**config.mk**
```make
export PLATFORM = sky130hd
export DESIGN_NAME = pipeline_main_control_flat
export DESIGN_NICKNAME = d
export VERILOG_FILES = /design/src/rtl/pipeline_main_control_if.sv /design/src/rtl/pipeline_main_control.sv /design/src/flat_wrapper.sv
export SDC_FILE = /design/constraint.sdc
export NUM_CORES = 1
export LEC_CHECK = 0
export CORE_AREA = 2 2 39 41
export CTS_CLUSTER_SIZE = 10
export DETAILED_ROUTE_END_ITERATION = 6
export DIE_AREA = 0 0 41 43
export PLACE_DENSITY_LB_ADDON = 0.12
export SLEW_MARGIN = 15
export SYNTH_ARGS = -nofsm -noshare
export SYNTH_HDL_FRONTEND = slang
export SYNTH_SLANG_ARGS = --single-unit
```
**constraint.sdc**
```tcl
create_clock -name clk -period 3.2 [get_ports clk]
set_input_delay 0.32 -clock clk [delete_from_list [all_inputs] [get_ports clk]]
set_output_delay 0.32 -clock clk [all_outputs]
set_load 0.02 [all_outputs]
```
**src/rtl/pipeline_main_control_if.sv**
```systemverilog
// rtl/pipeline_main_control_if.sv - opcode/zero-flag in, control bundle out, between datapath and main control
// Optional ILLEGAL_OP_TRAP_EN adds the sticky illegal_op signal.
interface pipeline_main_control_if;
  logic [5:0] opcode;
  logic       is_zero;
  logic       reg_dst;
  logic       reg_write;
  logic [1:0] alu_op;
  logic       alu_src;
  logic       mem_read;
  logic       mem_write;
  logic       mem_to_reg;
  logic       branch;
  logic       jump;
  logic       branch_taken;
  logic       squash;
  logic       halted;
`ifdef ILLEGAL_OP_TRAP_EN
  logic       illegal_op;

  modport master (
    output opcode, is_zero,
    input  reg_dst, reg_write, alu_op, alu_src, mem_read, mem_write, mem_to_reg,
    input  branch, jump, branch_taken, squash, halted, illegal_op
  );
  modport slave (
    input  opcode, is_zero,
    output reg_dst, reg_write, alu_op, alu_src, mem_read, mem_write, mem_to_reg,
    output branch, jump, branch_taken, squash, halted, illegal_op
  );
`else
  modport master (
    output opcode, is_zero,
    input  reg_dst, reg_write, alu_op, alu_src, mem_read, mem_write, mem_to_reg,
    input  branch, jump, branch_taken, squash, halted
  );
  modport slave (
    input  opcode, is_zero,
    output reg_dst, reg_write, alu_op, alu_src, mem_read, mem_write, mem_to_reg,
    output branch, jump, branch_taken, squash, halted
  );
`endif
endinterface

```
**src/rtl/pipeline_main_control.sv**
```systemverilog
// rtl/pipeline_main_control.sv - ID-stage main control with branch tracking, squash and halt
// Optional ILLEGAL_OP_TRAP_EN: unlisted opcodes set sticky illegal_op and halt.
module pipeline_main_control #(
  parameter int          BR_SQUASH   = 3,
  parameter int          J_SQUASH    = 1,
  parameter logic [5:0]  HALT_OPCODE = 6'h3F
) (
  input logic                    clk,
  input logic                    rst,
  pipeline_main_control_if.slave ctl
);
  localparam int SQ_MAX = (BR_SQUASH > J_SQUASH) ? BR_SQUASH : J_SQUASH;
  localparam int CNT_W  = (SQ_MAX > 2) ? $clog2(SQ_MAX) : 1;
  localparam logic [CNT_W-1:0] BR_LOAD = CNT_W'((BR_SQUASH > 0) ? BR_SQUASH - 1 : 0);
  localparam logic [CNT_W-1:0] J_LOAD  = CNT_W'((J_SQUASH > 0) ? J_SQUASH - 1 : 0);

  typedef enum logic [1:0] {RUN, SQUASH, HALT} ctlState_t;

  ctlState_t        state, stateNext;
  logic [CNT_W-1:0] sqCnt, sqCntNext;
  logic             brEx, brMem;
  logic             issue, taken, haltReq, isHaltOp;
  logic             dRegDst, dRegWrite, dAluSrc, dMemRead, dMemWrite, dMemToReg, dBranch, dJump;
  logic [1:0]       dAluOp;

  always_comb begin
    dRegDst   = 1'b0;
    dRegWrite = 1'b0;
    dAluOp    = 2'b00;
    dAluSrc   = 1'b0;
    dMemRead  = 1'b0;
    dMemWrite = 1'b0;
    dMemToReg = 1'b0;
    dBranch   = 1'b0;
    dJump     = 1'b0;
    case (ctl.opcode)
      6'h00: begin dRegDst = 1'b1; dRegWrite = 1'b1; dAluOp = 2'b10; end
      6'h23: begin dAluSrc = 1'b1; dMemToReg = 1'b1; dRegWrite = 1'b1; dMemRead = 1'b1; end
      6'h2B: begin dAluSrc = 1'b1; dMemWrite = 1'b1; end
      6'h04: begin dBranch = 1'b1; dAluOp = 2'b01; end
      6'h02: dJump = 1'b1;
      6'h08: begin dAluSrc = 1'b1; dRegWrite = 1'b1; end
      default: ;
    endcase
  end

  // Decoded bundle only escapes while issuing; everything else is a bubble.
  assign issue          = (state == RUN) && !rst;
  assign ctl.reg_dst    = issue & dRegDst;
  assign ctl.reg_write  = issue & dRegWrite;
  assign ctl.alu_op     = issue ? dAluOp : 2'b00;
  assign ctl.alu_src    = issue & dAluSrc;
  assign ctl.mem_read   = issue & dMemRead;
  assign ctl.mem_write  = issue & dMemWrite;
  assign ctl.mem_to_reg = issue & dMemToReg;
  assign ctl.branch     = issue & dBranch;
  assign ctl.jump       = issue & dJump;

  assign taken            = brMem && ctl.is_zero && (state != HALT) && !rst;
  assign ctl.branch_taken = taken;
  assign ctl.squash       = (state == SQUASH) && !rst;
  assign ctl.halted       = (state == HALT) && !rst;
  assign isHaltOp         = (ctl.opcode == HALT_OPCODE);

`ifdef ILLEGAL_OP_TRAP_EN
  logic listed, illegalOp;
  assign listed  = (ctl.opcode inside {6'h00, 6'h23, 6'h2B, 6'h04, 6'h02, 6'h08});
  assign haltReq = isHaltOp || !listed;

  always_ff @(posedge clk) begin
    if (rst)
      illegalOp <= 1'b0;
    else if (issue && !taken && !listed && !isHaltOp)
      illegalOp <= 1'b1;
  end
  assign ctl.illegal_op = illegalOp;
`else
  assign haltReq = isHaltOp;
`endif

  // Taken-branch resolution outranks halt and jump: anything in ID then is wrong-path.
  always_comb begin
    stateNext = state;
    sqCntNext = sqCnt;
    case (state)
      RUN: begin
        if (taken) begin
          if (BR_SQUASH > 0) begin
            stateNext = SQUASH;
            sqCntNext = BR_LOAD;
          end
        end else if (haltReq) begin
          stateNext = HALT;
        end else if (dJump && (J_SQUASH > 0)) begin
          stateNext = SQUASH;
          sqCntNext = J_LOAD;
        end
      end
      SQUASH: begin
        if (taken && (BR_SQUASH > 0)) begin
          sqCntNext = BR_LOAD;
        end else if (sqCnt == '0) begin
          stateNext = RUN;
        end else begin
          sqCntNext = sqCnt - CNT_W'(1);
        end
      end
      HALT:    stateNext = HALT;
      default: stateNext = RUN;
    endcase
  end

  always_ff @(posedge clk) begin
    if (rst) begin
      state <= RUN;
      sqCnt <= '0;
      brEx  <= 1'b0;
      brMem <= 1'b0;
    end else begin
      state <= stateNext;
      sqCnt <= sqCntNext;
      if (taken) begin
        brEx  <= 1'b0;
        brMem <= 1'b0;
      end else begin
        brEx  <= ctl.branch;
        brMem <= brEx;
      end
    end
  end
endmodule
```
**src/flat_wrapper.sv**
```systemverilog
// flat-port wrapper written by rule: the top's interface ports become plain ports
module pipeline_main_control_flat 
#(
  parameter int          BR_SQUASH   = 3,
  parameter int          J_SQUASH    = 1,
  parameter logic [5:0]  HALT_OPCODE = 6'h3F
)
  (clk, rst, ctl_opcode, ctl_is_zero, ctl_reg_dst, ctl_reg_write, ctl_alu_op, ctl_alu_src, ctl_mem_read, ctl_mem_write, ctl_mem_to_reg, ctl_branch, ctl_jump, ctl_branch_taken, ctl_squash, ctl_halted);
  pipeline_main_control_if ctl_i ();
  input logic clk;
  input logic rst;
  input wire logic [$bits(ctl_i.opcode)-1:0] ctl_opcode;
  input wire logic [$bits(ctl_i.is_zero)-1:0] ctl_is_zero;
  output wire logic [$bits(ctl_i.reg_dst)-1:0] ctl_reg_dst;
  output wire logic [$bits(ctl_i.reg_write)-1:0] ctl_reg_write;
  output wire logic [$bits(ctl_i.alu_op)-1:0] ctl_alu_op;
  output wire logic [$bits(ctl_i.alu_src)-1:0] ctl_alu_src;
  output wire logic [$bits(ctl_i.mem_read)-1:0] ctl_mem_read;
  output wire logic [$bits(ctl_i.mem_write)-1:0] ctl_mem_write;
  output wire logic [$bits(ctl_i.mem_to_reg)-1:0] ctl_mem_to_reg;
  output wire logic [$bits(ctl_i.branch)-1:0] ctl_branch;
  output wire logic [$bits(ctl_i.jump)-1:0] ctl_jump;
  output wire logic [$bits(ctl_i.branch_taken)-1:0] ctl_branch_taken;
  output wire logic [$bits(ctl_i.squash)-1:0] ctl_squash;
  output wire logic [$bits(ctl_i.halted)-1:0] ctl_halted;
  assign ctl_i.opcode = ctl_opcode;
  assign ctl_i.is_zero = ctl_is_zero;
  assign ctl_reg_dst = ctl_i.reg_dst;
  assign ctl_reg_write = ctl_i.reg_write;
  assign ctl_alu_op = ctl_i.alu_op;
  assign ctl_alu_src = ctl_i.alu_src;
  assign ctl_mem_read = ctl_i.mem_read;
  assign ctl_mem_write = ctl_i.mem_write;
  assign ctl_mem_to_reg = ctl_i.mem_to_reg;
  assign ctl_branch = ctl_i.branch;
  assign ctl_jump = ctl_i.jump;
  assign ctl_branch_taken = ctl_i.branch_taken;
  assign ctl_squash = ctl_i.squash;
  assign ctl_halted = ctl_i.halted;
  pipeline_main_control #(.BR_SQUASH(BR_SQUASH), .J_SQUASH(J_SQUASH), .HALT_OPCODE(HALT_OPCODE)) u_core (.clk(clk), .rst(rst), .ctl(ctl_i));
endmodule
```
==> results.txt, run 1 <==
----------------------------------------------------
[Worst setup path]
  Dominant cell type by count on the critical path ... clkdlybuf4s50_1
  Start of the worst register-to-register path ... u_core.state[1]$_SDFFE_PP0P_
  Worst R2R End ... u_core.brEx$_SDFF_PP0_
  Startpoint class of the critical path ... primary input
  Max incr delay on CP ... between 0.6 and 0.7 ns
  Setup slack of the worst register-to-register path ... ~1.6 ns
  Bufs and invs on worst path ... 2
  Arrival time of data at the critical path endpoint ... around 2.5 ns
  Critical Path End Type ... output port
  Critical Path Slowest Stage Cell ... clkdlybuf4s50_1
  Maximum fanout along the worst path ... 7
  Critical path class ... in -> out
  Cell type group with the largest total delay on the critical path ... buffers and inverters
  Data required time of the worst path ... approximately 2.9 ns
  Ordered list of cells on the worst path ... clkdlybuf4s50_1 -> or4_1 -> nand2b_1 -> nor3_1 -> clkdlybuf4s50_1
  Worst r2r path cells ... 3

[Route]
  Routed length per instance ... roughly 12 µm
  Final antenna-violating net count ... 0
  Via density per instance ... 5.38
  Violation count after the first detailed-route iteration ... 6
  DRC ... 0
  Total wirelength of the detailed-routed design ... roughly 1200 µm
  Count of TritonRoute iterations in the first routing pass ... 3
  Total number of vias ... just over 500

[Layout]
  Non-filler cells, final ... 96
  Nets ... slightly above 90
  Fill cell total of the finished layout ... approximately 140
  Synthesis-to-layout area growth ... 51.3%
  Fraction of layout cells with a size suffix above 1 ... between 8 and 9%
  Count of inserted antenna diode cells ... 0

[Die]
  Die width ... 41 µm
  Starting utilization of the core area ... 33.8%
  Die outline area ... 1760 µm²
  Core area ... approximately 1400 µm²
  # IOs ... 22
  Vert. Die Dim ... roughly 43 µm
  Number of rows created at floorplan ... 14

[Clock network]
  CTS tree ... yes
  Insertion delay of the later-clocked pin in the worst-skew pair ... about 0.25 ns
  Deepest level of the CTS H-tree ... 1
  Setup Fix Bufs, Post-CTS ... 0
  Clock tree buffer depth ... 2
  Worst-path clk slew ... ~0.040 ns
  Buffer type at the clock tree root ... clkbuf_4
  Sink Count ... 6
  Num CTS Buffers ... 3
  Count of instances resized after the clock tree is built ... 0
  Quantity of hold-fixing buffers added after cts ... 0

[Timing]
  Period utilisation layout ... roughly nine tenths
  Slew headroom ... roughly 72%
  Pins over their slew limit ... 0
  Final critical path time including I/O delays and setup ... ~2.8 ns
  Transition time of the tightest slew-check pin ... approximately 0.41 ns
  Number of endpoints failing setup at the final stage ... 0
  RSZ-0062 raised after global routing ... false
  Achievable Freq ... approximately 350 MHz
  Clock tree skew after final layout ... 0.00750 ns
  Worst hold margin ... roughly 0.46 ns
  Hold Vio Cnt, Final ... 0
  Setup TNS ... 0 ns

[Placed design]
  Placer congestion estimate ... between 0.6 and 0.7
  HPWL after detailed placement ... around 890 µm
  Post-placement cell count ... 93
  Count of buffers inserted at the top-level ports ... 21

[Yosys]
  Synth top cells by count ... dfxtp_1 (6), nand2b_1 (4), nor2_1 (4), nor3_1 (4)
  Share of flip-flops with an asynchronous set or reset ... 0%
  Share of Yosys cell area claimed by the top area cell type ... between 20% and 30%
  Most used flip-flop cell after synthesis ... dfxtp_1
  Net count after synthesis ... 69
  Number of synthesized flops with an enable pin ... 0
  Per-instance average area after synthesis ... roughly 8 µm²
  Count of distinct cell types in the synthesized netlist ... 29
  Synth warn ... 0
  Gate count after technology mapping ... approximately 60
  Synth Cell Area ... between 400 and 500 µm²
  Most frequent cell after synthesis ... dfxtp_1
  Area contributors post-synth ... dfxtp_1 (26%), nand2b_1 (5.3%), nor3b_1 (4.8%), nor4_4 (4.5%), nor3_1 (4.3%)
  Register bit total from synthesis ... 6
  Post-synth top area cell ... dfxtp_1
  Sequential element share of the synthesized area ... between 20% and 30%

[Min path]
  Path class of the lowest-slack min-delay path ... reg -> reg
  Startpoint of the most critical hold path ... u_core.brEx$_SDFF_PP0_
  Hold Path End ... u_core.brMem$_SDFF_PP0_
  Worst Hold Path Cells ... 1

[Power and ir drop]
  Internal power component ... 135 µW
  Worst VDD drop ... just over 90 µV
  Power density over cell area ... between 200 and 300 nW/µm²
  P_sw ... 46.5 µW
  Portion of total power attributed to the clock network ... 39.6%
  Fraction of power spent switching nets ... between 20% and 30%
  Combinational share of power ... between 10% and 20%
  Share of power burned in registers ... a little over two fifths
  Leakage Power ... 0.000233 µW

[Status]
  Status ... completed

[GRT]
  Wire length of the first global-routing pass ... around 1900 µm
  Antenna violations before repair ... 0
  Vias in the first global route ... between 400 and 500
  Largest net degree at the start of global routing ... 13
  Aggregate global-route resource usage ... 15.5%
  Total grt overflow ... 0

[Run]
  Count of max-cap constraint violations ... 0

----------------------------------------------------
-- cells in the final DEF (no fill, tap or decap), types with 2 or more instances in the layout --
cell / n
clkdlybuf4s50_1: 21
or4_1: 2
and3_1: 3
nor2b_1: 3
nor4_1: 3
nand2b_1: 4
nor2_1: 4
inv_1: 3
nor3b_1: 3
a21oi_1: 3
dfxtp_1: 6
or3_1: 2
nand3b_1: 2
clkbuf_4: 3
nor3_1: 4
-- flip-flops by register name (all words and copies together), names as in the netlist --
| register | flops |
|---|---|
| u_core.sqCnt | 2 |
| u_core.state | 2 |
| u_core.brEx | 1 |
| u_core.brMem | 1 |
-- logic make-up after synthesis --
group / Yosys count / synth area share (%)
adders and majority gates: 1 / 2.67
buffers and inverters: 7 / 6.68
AOI/OAI and AO/OA: 10 / 15.0
and+or+nand+nor: 35 / 50.0
DFF: 6 / 25.7
-- layer usage --
layer	global-route usage [%]	routed length [µm]	part of all wire, %
met3	2.62	73	6.3
met4	12.0	34	2.9
met5	0	0	0
met2	25.6	575	50
met1	15.8	477	41
-- through the flow --
step | instance area, µm² | utilization (%) | power [µW] | setup WS, ns
global route | 708 | 51.2 | 187 | 0.258
CTS | 708 | 51.2 | 184 | 0.343
floorplan | 468 | - | 93.5 | 0.888
global placement | 686 | 49.5 | 111 | 0.418
finish | 708 | 51.2 | 181 | 0.369
detailed placement | 686 | 49.5 | 111 | 0.364
-- cell type report --
| cell class | count | area (µm²) | area share (%) |
|---|---|---|---|
| sequential | 6 | 120 | 17.0 |
| multi-input combinational | 46 | 317 | 44.7 |
| timing repair buffer | 22 | 218 | 30.7 |
| clock buffer | 3 | 22.5 | 3.18 |
| inverter | 3 | 11.3 | 1.59 |
| tap | 16 | 20.0 | 2.83 |
-- power by group through the flow --
stage | clock network (µW) | registers [µW] | logic, µW
5_1_grt | 75.7 | 76.1 | 35.6
3_3_place_gp | 0 | 77.5 | 33.3
6_report | 71.7 | 76.1 | 33.3
4_1_cts | 74.1 | 76.1 | 33.5
2_1_floorplan | 0 | 77.3 | 16.1
3_5_place_dp | 0 | 77.5 | 33.4
-- how the worst max path moves through the flow --
stage | cells past startpoint | from | slack, ns | end
3_5_place_dp | 5 | ctl_opcode[4] | 0.36 | ctl_mem_read
4_1_cts | 5 | ctl_opcode[4] | 0.34 | ctl_mem_read
6_report | 5 | ctl_opcode[4] | 0.37 | ctl_mem_read
5_1_grt | 5 | ctl_opcode[4] | 0.26 | ctl_mem_read
2_1_floorplan | 6 | rst | 0.89 | ctl_mem_to_reg
3_3_place_gp | 5 | ctl_opcode[4] | 0.42 | ctl_mem_to_reg
No activity file was read; power rests on OpenSTA's default activity.
==> inputs of run 2 (changes only) <==
GPL_ROUTABILITY_DRIVEN = 0   (was not set)
==> results of run 2 <==
Final layout, timing and power as in run 1 (identical DEF).
